===== config.mk =====
export PLATFORM = sky130hd
export DESIGN_NAME = wb_rr_watchdog_arbiter_flat
export DESIGN_NICKNAME = d
export VERILOG_FILES = /design/src/rtl/wb_pkg.sv /design/src/rtl/wb_rr_watchdog_arbiter_if.sv /design/src/rtl/wb_watchdog_timer.sv /design/src/rtl/wb_rr_watchdog_arbiter.sv /design/src/flat_wrapper.sv
export SDC_FILE = /design/constraint.sdc
export NUM_CORES = 1
export LEC_CHECK = 0
export CAP_MARGIN = 20
export CORE_MARGIN = 4
export CORE_UTILIZATION = 28
export CTS_CLUSTER_DIAMETER = 50
export DETAILED_ROUTE_END_ITERATION = 10
export PLACE_DENSITY = 0.87
export SLEW_MARGIN = 20
export SYNTH_ARGS = -nofsm -noshare
export SYNTH_HDL_FRONTEND = slang
export SYNTH_HIERARCHICAL = 1
export SYNTH_SLANG_ARGS = --single-unit
export TNS_END_PERCENT = 5

===== constraint.sdc =====
create_clock -name clk_i -period 2.8 [get_ports clk_i]
set_input_delay 0.28 -clock clk_i [delete_from_list [all_inputs] [get_ports clk_i]]
set_output_delay 0.28 -clock clk_i [all_outputs]
set_load 0.03 [all_outputs]

===== src/rtl/wb_pkg.sv =====
// Shared Wishbone definitions for the SRAM-port arbiter.
// Holds the arbiter state encoding, bus field types and CTI/BTE codes.
// No logic; imported by the interface, the arbiter and its bench.
package wb_pkg;

  typedef enum logic [1:0] {
    IDLE  = 2'd0,
    BUSY  = 2'd1,
    ABORT = 2'd2
  } wb_state_e;

  typedef logic [2:0] cti_t;
  typedef logic [1:0] bte_t;

  localparam int DAT_WIDTH = 8;

  localparam cti_t CTI_CLASSIC = 3'b000;
  localparam cti_t CTI_CONST   = 3'b001;
  localparam cti_t CTI_INCR    = 3'b010;
  localparam cti_t CTI_END     = 3'b111;

  localparam bte_t BTE_LINEAR  = 2'b00;

endpackage


===== src/rtl/wb_rr_watchdog_arbiter_if.sv =====
// One Wishbone B4 link (8-bit data) between a bus master and a slave.
// Latency: none, plain bundle of wires.
// Backpressure: carried by the ack/err/rty terminations only.
interface wb_rr_watchdog_arbiter_if
  import wb_pkg::*;
#(
  parameter int ADDR_WIDTH = 23
);

  logic                  cyc;
  logic                  stb;
  logic                  we;
  logic                  sel;
  logic [ADDR_WIDTH-1:0] adr;
  logic [DAT_WIDTH-1:0]  dat_w;
  logic [DAT_WIDTH-1:0]  dat_r;
  cti_t                  cti;
  bte_t                  bte;
  logic                  ack;
  logic                  err;
  logic                  rty;

  modport master (
    output cyc, stb, we, sel, adr, dat_w, cti, bte,
    input  dat_r, ack, err, rty
  );

  modport slave (
    input  cyc, stb, we, sel, adr, dat_w, cti, bte,
    output dat_r, ack, err, rty
  );

endinterface


===== src/rtl/wb_watchdog_timer.sv =====
// Saturating wait counter for one outstanding Wishbone beat.
// Latency: expired rises the cycle the count equals TIMEOUT.
// Backpressure: none; TIMEOUT=0 keeps expired low forever.
module wb_watchdog_timer #(
  parameter int TIMEOUT = 255
) (
  input  logic clk_i,
  input  logic rst_i,
  input  logic clear,
  input  logic enable,
  output logic expired
);

  localparam int W = (TIMEOUT > 0) ? $clog2(TIMEOUT + 1) : 1;
  localparam logic [W-1:0] LIMIT = W'(TIMEOUT);

  logic [W-1:0] wdog;

  // Count waiting cycles; stop at the limit so the count never wraps.
  always_ff @(posedge clk_i) begin
    if (rst_i || clear) begin
      wdog <= '0;
    end else if (enable && (TIMEOUT != 0) && (wdog != LIMIT)) begin
      wdog <= wdog + W'(1);
    end
  end

  assign expired = (TIMEOUT != 0) && (wdog == LIMIT);

endmodule


===== src/rtl/wb_rr_watchdog_arbiter.sv =====
// Two-port round-robin Wishbone arbiter in front of the SPI SRAM controller.
// Latency: grant one cycle after cyc, bus path and terminations combinational.
// Backpressure: loser waits with cyc high; a beat stalled TIMEOUT cycles is aborted with err.
module wb_rr_watchdog_arbiter
  import wb_pkg::*;
#(
  parameter int ADDR_WIDTH = 23,
  parameter int TIMEOUT    = 255
) (
  input  logic                            clk_i,
  input  logic                            rst_i,
  wb_rr_watchdog_arbiter_if.slave         wbs0,
  wb_rr_watchdog_arbiter_if.slave         wbs1,
  wb_rr_watchdog_arbiter_if.master        wbm,
  output logic                            timeout_o
);

  localparam logic [1:0] S_IDLE  = IDLE;
  localparam logic [1:0] S_BUSY  = BUSY;
  localparam logic [1:0] S_ABORT = ABORT;

  logic [1:0]            state;
  logic [1:0]            state_nxt;
  logic                  owner;
  logic                  last_owner;
  logic                  grant;
  logic                  any_req;
  logic                  owner_cyc;
  logic                  owner_stb;
  logic                  term;
  logic                  wdog_clear;
  logic                  wdog_en;
  logic                  wdog_expired;
  logic [ADDR_WIDTH-1:0] adr_mux;

  assign any_req   = wbs0.cyc | wbs1.cyc;
  assign owner_cyc = owner ? wbs1.cyc : wbs0.cyc;
  assign owner_stb = owner ? wbs1.stb : wbs0.stb;
  assign term      = wbm.ack | wbm.err | wbm.rty;

  // On a tie the port that did not win last time gets the bus.
  assign grant = (wbs0.cyc && wbs1.cyc) ? ~last_owner : ~wbs0.cyc;

  // The watchdog only measures beats that are actually strobed on the SRAM side.
  assign wdog_clear = (state != S_BUSY) || term;
  assign wdog_en    = (state == S_BUSY) && owner_cyc && owner_stb;

  wb_watchdog_timer #(
    .TIMEOUT (TIMEOUT)
  ) u_wdog (
    .clk_i   (clk_i),
    .rst_i   (rst_i),
    .clear   (wdog_clear),
    .enable  (wdog_en),
    .expired (wdog_expired)
  );

  // Next-state: release on owner cyc drop, abort a stalled beat unless it terminates now.
  always_comb begin
    state_nxt = state;
    case (state)
      S_IDLE:  if (any_req) state_nxt = S_BUSY;
      S_BUSY: begin
        if (!owner_cyc) begin
          state_nxt = S_IDLE;
        end else if (wdog_expired && !term) begin
          state_nxt = S_ABORT;
        end
      end
      S_ABORT: state_nxt = S_IDLE;
      default: state_nxt = S_IDLE;
    endcase
  end

  // State and ownership registers; both owner fields latch only on a fresh grant.
  always_ff @(posedge clk_i) begin
    if (rst_i) begin
      state      <= S_IDLE;
      owner      <= 1'b0;
      last_owner <= 1'b1;
    end else begin
      state <= state_nxt;
      if (state == S_IDLE && any_req) begin
        owner      <= grant;
        last_owner <= grant;
      end
    end
  end

  assign adr_mux = owner ? wbs1.adr : wbs0.adr;

  // Owner request drives the SRAM port while busy; everything is quiet otherwise.
  always_comb begin
    wbm.cyc   = 1'b0;
    wbm.stb   = 1'b0;
    wbm.we    = 1'b0;
    wbm.sel   = 1'b0;
    wbm.adr   = '0;
    wbm.dat_w = '0;
    wbm.cti   = CTI_CLASSIC;
    wbm.bte   = BTE_LINEAR;
    if (state == S_BUSY) begin
      wbm.adr = adr_mux;
      if (owner) begin
        wbm.cyc   = wbs1.cyc;
        wbm.stb   = wbs1.stb;
        wbm.we    = wbs1.we;
        wbm.sel   = wbs1.sel;
        wbm.dat_w = wbs1.dat_w;
        wbm.cti   = wbs1.cti;
        wbm.bte   = wbs1.bte;
      end else begin
        wbm.cyc   = wbs0.cyc;
        wbm.stb   = wbs0.stb;
        wbm.we    = wbs0.we;
        wbm.sel   = wbs0.sel;
        wbm.dat_w = wbs0.dat_w;
        wbm.cti   = wbs0.cti;
        wbm.bte   = wbs0.bte;
      end
    end
  end

  // Terminations reach the owner only; stray responses outside BUSY are dropped.
  always_comb begin
    wbs0.ack = 1'b0;
    wbs0.err = 1'b0;
    wbs0.rty = 1'b0;
    wbs1.ack = 1'b0;
    wbs1.err = 1'b0;
    wbs1.rty = 1'b0;
    if (state == S_BUSY) begin
      if (owner) begin
        wbs1.ack = wbm.ack;
        wbs1.err = wbm.err;
        wbs1.rty = wbm.rty;
      end else begin
        wbs0.ack = wbm.ack;
        wbs0.err = wbm.err;
        wbs0.rty = wbm.rty;
      end
    end else if (state == S_ABORT) begin
      if (owner) begin
        wbs1.err = 1'b1;
      end else begin
        wbs0.err = 1'b1;
      end
    end
  end

  assign wbs0.dat_r = wbm.dat_r;
  assign wbs1.dat_r = wbm.dat_r;
  assign timeout_o  = (state == S_ABORT);

endmodule


===== src/flat_wrapper.sv =====
// flat-port wrapper written by rule: the top's interface ports become plain ports
module wb_rr_watchdog_arbiter_flat import wb_pkg::*;
#(
  parameter int ADDR_WIDTH = 23,
  parameter int TIMEOUT    = 255
)
  (clk_i, rst_i, timeout_o, wbs0_cyc, wbs0_stb, wbs0_we, wbs0_sel, wbs0_adr, wbs0_dat_w, wbs0_cti, wbs0_bte, wbs0_dat_r, wbs0_ack, wbs0_err, wbs0_rty, wbs1_cyc, wbs1_stb, wbs1_we, wbs1_sel, wbs1_adr, wbs1_dat_w, wbs1_cti, wbs1_bte, wbs1_dat_r, wbs1_ack, wbs1_err, wbs1_rty, wbm_cyc, wbm_stb, wbm_we, wbm_sel, wbm_adr, wbm_dat_w, wbm_cti, wbm_bte, wbm_dat_r, wbm_ack, wbm_err, wbm_rty);
  wb_rr_watchdog_arbiter_if #(.ADDR_WIDTH(ADDR_WIDTH)) wbs0_i ();
  wb_rr_watchdog_arbiter_if #(.ADDR_WIDTH(ADDR_WIDTH)) wbs1_i ();
  wb_rr_watchdog_arbiter_if #(.ADDR_WIDTH(ADDR_WIDTH)) wbm_i ();
  input  logic clk_i;
  input  logic rst_i;
  output logic timeout_o;
  input wire logic [$bits(wbs0_i.cyc)-1:0] wbs0_cyc;
  input wire logic [$bits(wbs0_i.stb)-1:0] wbs0_stb;
  input wire logic [$bits(wbs0_i.we)-1:0] wbs0_we;
  input wire logic [$bits(wbs0_i.sel)-1:0] wbs0_sel;
  input wire logic [$bits(wbs0_i.adr)-1:0] wbs0_adr;
  input wire logic [$bits(wbs0_i.dat_w)-1:0] wbs0_dat_w;
  input wire logic [$bits(wbs0_i.cti)-1:0] wbs0_cti;
  input wire logic [$bits(wbs0_i.bte)-1:0] wbs0_bte;
  output wire logic [$bits(wbs0_i.dat_r)-1:0] wbs0_dat_r;
  output wire logic [$bits(wbs0_i.ack)-1:0] wbs0_ack;
  output wire logic [$bits(wbs0_i.err)-1:0] wbs0_err;
  output wire logic [$bits(wbs0_i.rty)-1:0] wbs0_rty;
  input wire logic [$bits(wbs1_i.cyc)-1:0] wbs1_cyc;
  input wire logic [$bits(wbs1_i.stb)-1:0] wbs1_stb;
  input wire logic [$bits(wbs1_i.we)-1:0] wbs1_we;
  input wire logic [$bits(wbs1_i.sel)-1:0] wbs1_sel;
  input wire logic [$bits(wbs1_i.adr)-1:0] wbs1_adr;
  input wire logic [$bits(wbs1_i.dat_w)-1:0] wbs1_dat_w;
  input wire logic [$bits(wbs1_i.cti)-1:0] wbs1_cti;
  input wire logic [$bits(wbs1_i.bte)-1:0] wbs1_bte;
  output wire logic [$bits(wbs1_i.dat_r)-1:0] wbs1_dat_r;
  output wire logic [$bits(wbs1_i.ack)-1:0] wbs1_ack;
  output wire logic [$bits(wbs1_i.err)-1:0] wbs1_err;
  output wire logic [$bits(wbs1_i.rty)-1:0] wbs1_rty;
  output wire logic [$bits(wbm_i.cyc)-1:0] wbm_cyc;
  output wire logic [$bits(wbm_i.stb)-1:0] wbm_stb;
  output wire logic [$bits(wbm_i.we)-1:0] wbm_we;
  output wire logic [$bits(wbm_i.sel)-1:0] wbm_sel;
  output wire logic [$bits(wbm_i.adr)-1:0] wbm_adr;
  output wire logic [$bits(wbm_i.dat_w)-1:0] wbm_dat_w;
  output wire logic [$bits(wbm_i.cti)-1:0] wbm_cti;
  output wire logic [$bits(wbm_i.bte)-1:0] wbm_bte;
  input wire logic [$bits(wbm_i.dat_r)-1:0] wbm_dat_r;
  input wire logic [$bits(wbm_i.ack)-1:0] wbm_ack;
  input wire logic [$bits(wbm_i.err)-1:0] wbm_err;
  input wire logic [$bits(wbm_i.rty)-1:0] wbm_rty;
  assign wbs0_i.cyc = wbs0_cyc;
  assign wbs0_i.stb = wbs0_stb;
  assign wbs0_i.we = wbs0_we;
  assign wbs0_i.sel = wbs0_sel;
  assign wbs0_i.adr = wbs0_adr;
  assign wbs0_i.dat_w = wbs0_dat_w;
  assign wbs0_i.cti = wbs0_cti;
  assign wbs0_i.bte = wbs0_bte;
  assign wbs0_dat_r = wbs0_i.dat_r;
  assign wbs0_ack = wbs0_i.ack;
  assign wbs0_err = wbs0_i.err;
  assign wbs0_rty = wbs0_i.rty;
  assign wbs1_i.cyc = wbs1_cyc;
  assign wbs1_i.stb = wbs1_stb;
  assign wbs1_i.we = wbs1_we;
  assign wbs1_i.sel = wbs1_sel;
  assign wbs1_i.adr = wbs1_adr;
  assign wbs1_i.dat_w = wbs1_dat_w;
  assign wbs1_i.cti = wbs1_cti;
  assign wbs1_i.bte = wbs1_bte;
  assign wbs1_dat_r = wbs1_i.dat_r;
  assign wbs1_ack = wbs1_i.ack;
  assign wbs1_err = wbs1_i.err;
  assign wbs1_rty = wbs1_i.rty;
  assign wbm_cyc = wbm_i.cyc;
  assign wbm_stb = wbm_i.stb;
  assign wbm_we = wbm_i.we;
  assign wbm_sel = wbm_i.sel;
  assign wbm_adr = wbm_i.adr;
  assign wbm_dat_w = wbm_i.dat_w;
  assign wbm_cti = wbm_i.cti;
  assign wbm_bte = wbm_i.bte;
  assign wbm_i.dat_r = wbm_dat_r;
  assign wbm_i.ack = wbm_ack;
  assign wbm_i.err = wbm_err;
  assign wbm_i.rty = wbm_rty;
  wb_rr_watchdog_arbiter #(.ADDR_WIDTH(ADDR_WIDTH), .TIMEOUT(TIMEOUT)) u_core (.clk_i(clk_i), .rst_i(rst_i), .wbs0(wbs0_i), .wbs1(wbs1_i), .wbm(wbm_i), .timeout_o(timeout_o));
endmodule

* Word level (Yosys, flattened, before mapping)
Index checks and enable logic that the tools add are counted. Widths: inputs -> output; s select.
Operators by class: add/sub/neg operators 1, equal/unequal tests 7, muxes and demuxes 37, bitwise gates (word level) 5, reduce and logical (&&, ||, !) cells 11
Operators by type and width (number):
- $mux 23 | 2
- $mux 1 | 25
- $mux 8 | 2
- $mux 2 | 5
- $add 8x1->8 const B | 1
- $eq 8x8->1 const B | 1
- $ne 8x8->1 const B | 1
- $logic_and 1x1->1 | 6
- $mux 3 | 2
- $ne 2x1->1 const B | 2
- $pmux 2 s2 | 1
- $ne 3x3->1 const B | 1
- $or 1x1->1 | 3
- $eq 2x1->1 const B | 1
- $eq 2x2->1 const B | 1
- $logic_not 2->1 | 1
- $logic_or 1x1->1 | 2
- $not 1->1 | 2
- $reduce_and 2->1 | 1
- $logic_not 1->1 | 1
Word-level totals: bits in registers 12, input port bits 93, output and inout bits 63

* Longest topological paths before layout
word-level depth 7, mapped depth 7, mapped depth without buffers 6

* Cells and area by module
Netlist, hierarchy kept.
By module, submodules not included:
- wb_rr_watchdog_arbiter | instances 1, cells an instance 99, area an instance 794.5 µm², seq. area each 80.1 µm²
- wb_watchdog_timer | instances 1, cells an instance 49, area an instance 425.4 µm², seq. area each 160.2 µm²

* Least setup slack after synthesis
Ideal clock, no wire load.
path kind reg2out, start register u_core.state[1], end output port wbs1_err, data arrival time 1.512 ns, required time 2.520 ns, setup slack 1.008 ns, stages on the path, launching flop included 4, cell sequence dfxtp_1 -> nor2b_1 -> a21oi_1 -> nor2b_1
Between the ends: word-level cells in the longest chain between the ends 3, elaborated cells on any way between the ends 4, those cells by class eq/ne: 2; mux: 2
Ends and longest elaborated chain:
- start, declared | RTL line wb_rr_watchdog_arbiter.sv:22 | logic [1:0] state;
- start signal, assigned | RTL line wb_rr_watchdog_arbiter.sv:82 | state <= state_nxt;
- $eq 2x2->1
- net timeout_o | RTL line flat_wrapper.sv:13 | output logic timeout_o;
- $mux 1 | RTL line wb_rr_watchdog_arbiter.sv:142 | end else if (state == S_ABORT) begin
- $mux 1 | RTL line wb_rr_watchdog_arbiter.sv:132 | if (state == S_BUSY) begin
- end, declared | RTL line flat_wrapper.sv:36 | output wire logic [$bits(wbs1_i.err)-1:0] wbs1_err;
The timed path passes the listed nets, and every way through them passes these cells.

* Final worst setup path
start register u_core.state[0], end output port wbm_adr[22]
Between the ends: word-level cells in the longest chain between the ends 2
Ends and longest elaborated chain:
- $eq 2x1->1 | RTL line wb_rr_watchdog_arbiter.sv:102 | if (state == S_BUSY) begin
- $mux 23 | RTL line wb_rr_watchdog_arbiter.sv:102
- end, declared | RTL line flat_wrapper.sv:42 | output wire logic [$bits(wbm_i.adr)-1:0] wbm_adr;
Every way passes these cells.

==> run_results.csv <==
group,metric,value,unit
synthesis,synth_top_area_share,0.273,
critical_path,arrival,2230,ps
synthesis,netlist_top_cells_count,"38 x a22o_1, 16 x buf_4, 12 x dfxtp_1, 12 x nand2_1",
sta,worstMarginPinSlew,480,ps
critical_path,worstReg2RegEnd,"u_core/u_wdog/wdog[6]",
critical_path,worst_path_max_delay_cell,"clkdlybuf4s50_1",
cts,clkTransAtPathRegs,60,ps
global_route,grt_max_degree,41,
die,die-height,74.0,µm
cts,postCtsSetupBuffers,0,
route,dr.first_iter.drc_count,59,
finish,layout.nets,353,
flow_run,drv_cap,0,
die,die_w,74.0,µm
die,start_util,0.296,
route,via_per_inst,5.32,
sta,tns,0,ps
synthesis,ys_seq_elements,12,
placed_design,globalplace.congestion,0.870,
synthesis,syn_avg_cell_area,8.24,µm²
cts,cts_buffers,3,
synthesis,synth_most_common_cell,"a22o_1",
route,via_count,1639,
sta,period_share,0.895,
route,drt_pass1_iterations,4,
sta,slew_violations,0,
route,drc,0,
cts,htreeDepth,1,
route,postRouteAntennaNets,0,
global_route,grt_pass1_vias,1545,
power_and_ir_drop,power.leakage,0.890,nW
cts,worstSkewPairLatency,240,ps
critical_path,crit_chain,"nor2b_4, and2_4, a22o_1, clkdlybuf4s50_1",
sta,max_clock_freq,0.399,GHz
synthesis,ys_top_cells_by_area,"a22o_1 27%, dfxtp_1 20%, buf_4 9.8%",
critical_path,start_kind,"flip-flop",
synthesis,synth_warnings,6,
cts,root_buffer,"clkbuf_8",
min_path,hp-start,"u_core/u_wdog/wdog[1]",
critical_path,reg2reg_slack,630,ps
finish,fin_area,2470,µm²
synthesis,synth_ff_type,"dfxtp_1",
critical_path,path_max_fanout,38,
critical_path,critPathMaxStageDelay,680,ps
min_path,hold_depth,2,
route,wl_per_cell,19.1,µm
sta,slew_headroom,0.672,
status,status,"complete, no violations",
critical_path,rr_startpoint,"u_core/owner",
placed_design,hpwl,4.81,mm
critical_path,crit_path_end_kind,"output port",
synthesis,async_flop_share,0,
power_and_ir_drop,p_int,0.560,mW
cts,clock-sinks,12,
min_path,hold_class,"flip-flop to flip-flop",
global_route,track_usage,0.196,
synthesis,syn_nets,242,
min_path,hold_end,"u_core/u_wdog/wdog[1]",
cts,cts_hold_buf,0,
finish,fillers,384,
cts,clock_path_buffers,2,
die,rows,23,
global_route,antenna_found_initial,0,
critical_path,crit_required,2520,ps
synthesis,synth_edf_count,0,
power_and_ir_drop,swShare,0.355,
finish,drive_gt1_frac,0.0426,
sta,final-setup-viol-count,0,
die,die_area,5480,µm²
synthesis,synth_cells,148,
cts,cts_tree,"done",
synthesis,syn_area,1220,µm²
placed_design,io_buffers,131,
die,io_pins,156,
critical_path,worstSetupPathType,"flip-flop to output port",
placed_design,post-place-ws,559,ps
global_route,overflow,0,
synthesis,seq_area_frac_synth,0.197,
sta,rsz0062_at_grt,"false",
sta,setup_ws,295,ps
finish,diodes,0,
placed_design,place_area,2410,µm²
global_route,grt_first_pass_wirelength,8.31,mm
sta,skew,4.03,ps
power_and_ir_drop,vdd_ir_drop_max,0.312,mV
power_and_ir_drop,pwr-share-comb,0.569,
critical_path,reg2reg_depth,6,
power_and_ir_drop,switching_power,0.309,mW
sta,finalHoldViolCount,0,
route,drt_wl_total,5.90,mm
die,core,4120,µm²
finish,area_growth,102,%
power_and_ir_drop,power.density,352,nW/µm²
cts,ctsResizeCount,0,
synthesis,synth_top_cell_by_area,"a22o_1",
synthesis,synth_cell_type_count,40,
power_and_ir_drop,seqPwrFrac,0.210,
power_and_ir_drop,pwr-share-clk,0.221,
sta,period_minus_slack,2510,ps
## layout make-up
type / instances / area (µm²) / area share
clock buffers: 4 / 55.1 / 0.0223
well taps: 50 / 62.6 / 0.0253
repair buffers: 132 / 1320 / 0.534
multi-input cells: 105 / 774 / 0.314
inverters: 5 / 18.8 / 0.00760
flip-flops and latches: 12 / 240 / 0.0973
## power groups by stage
| stage | clock, mW | combinational [mW] | sequential (mW) |
|---|---|---|---|
| after floorplan | 0 | 0.287 | 0.182 |
| after global placement | 0 | 0.490 | 0.186 |
| after detailed placement | 0 | 0.495 | 0.186 |
| after CTS | 0.198 | 0.498 | 0.183 |
| after global routing | 0.204 | 0.520 | 0.184 |
| final | 0.192 | 0.495 | 0.183 |
## worst max-delay path, delay by kind of cell (launching register included)
| kind | cells | cell delay, ps |
|---|---|---|
| buffers and inverters | 1 | 680 |
| and+or+nand+nor | 2 | 660 |
| AOI/OAI and AO/OA | 1 | 220 |
| DFF | 1 | 410 |
## per-layer routing
layer,vias up,global-route usage,routed length (µm)
met4,0,0.0584,150
met1,751,0.236,2150
met3,10,0.0419,548
met2,99,0.348,3050
li1,779,-,-
met5,-,0,0
## how the worst max path moves through the flow
stage                         start          end  slack [ps]  cells after the start
floorplan           u_core/state[1]     wbs1_err        1010                      3
global placement    u_core/state[0]  wbm_adr[17]         540                      4
detailed placement  u_core/state[0]   wbm_bte[0]         560                      4
CTS                 u_core/state[0]  wbm_adr[17]         280                      4
global route        u_core/state[0]  wbm_adr[22]         160                      4
finish              u_core/state[0]  wbm_adr[22]         290                      4
## placed cells by master, fill, tap and decap left out, drive strengths merged, types with 4 or more instances in the layout
cell type      netlist  routed
clkdlybuf4s50        0     131
a22o                38      38
nand2               13      13
dfxtp               12      12
nor2                 7       7
inv                  5       5
clkbuf               0       4
mux2i                4       4
a2111oi              4       4
and2                 4       4
## stage by stage
step	util	power (mW)	instances	hold slack, ps
final	0.600	0.869	308	489
after global placement	0.587	0.676	304	468
after detailed placement	0.587	0.681	304	483
after floorplan	-	0.469	148	352
after global routing	0.600	0.908	308	510
after CTS	0.600	0.879	308	492
## sequential cells by signal (all words and copies together), names as in the netlist
signal and count:
u_core/state 2, u_core/last_owner 1, u_core/owner 1, u_core/u_wdog/wdog 8
## logic make-up (layout without fill, tap and decap cells)
logic type,Yosys count,after routing,synth area share
buffers and inverters,31,141,0.170
AO/OA/AOI/OAI,58,58,0.397
AND/OR/NAND/NOR,41,41,0.184
flip-flops,12,12,0.197
multiplexers,5,5,0.0421
adder cells (fa/ha/maj),1,1,0.0103
Power figures use the tool's default switching activity.
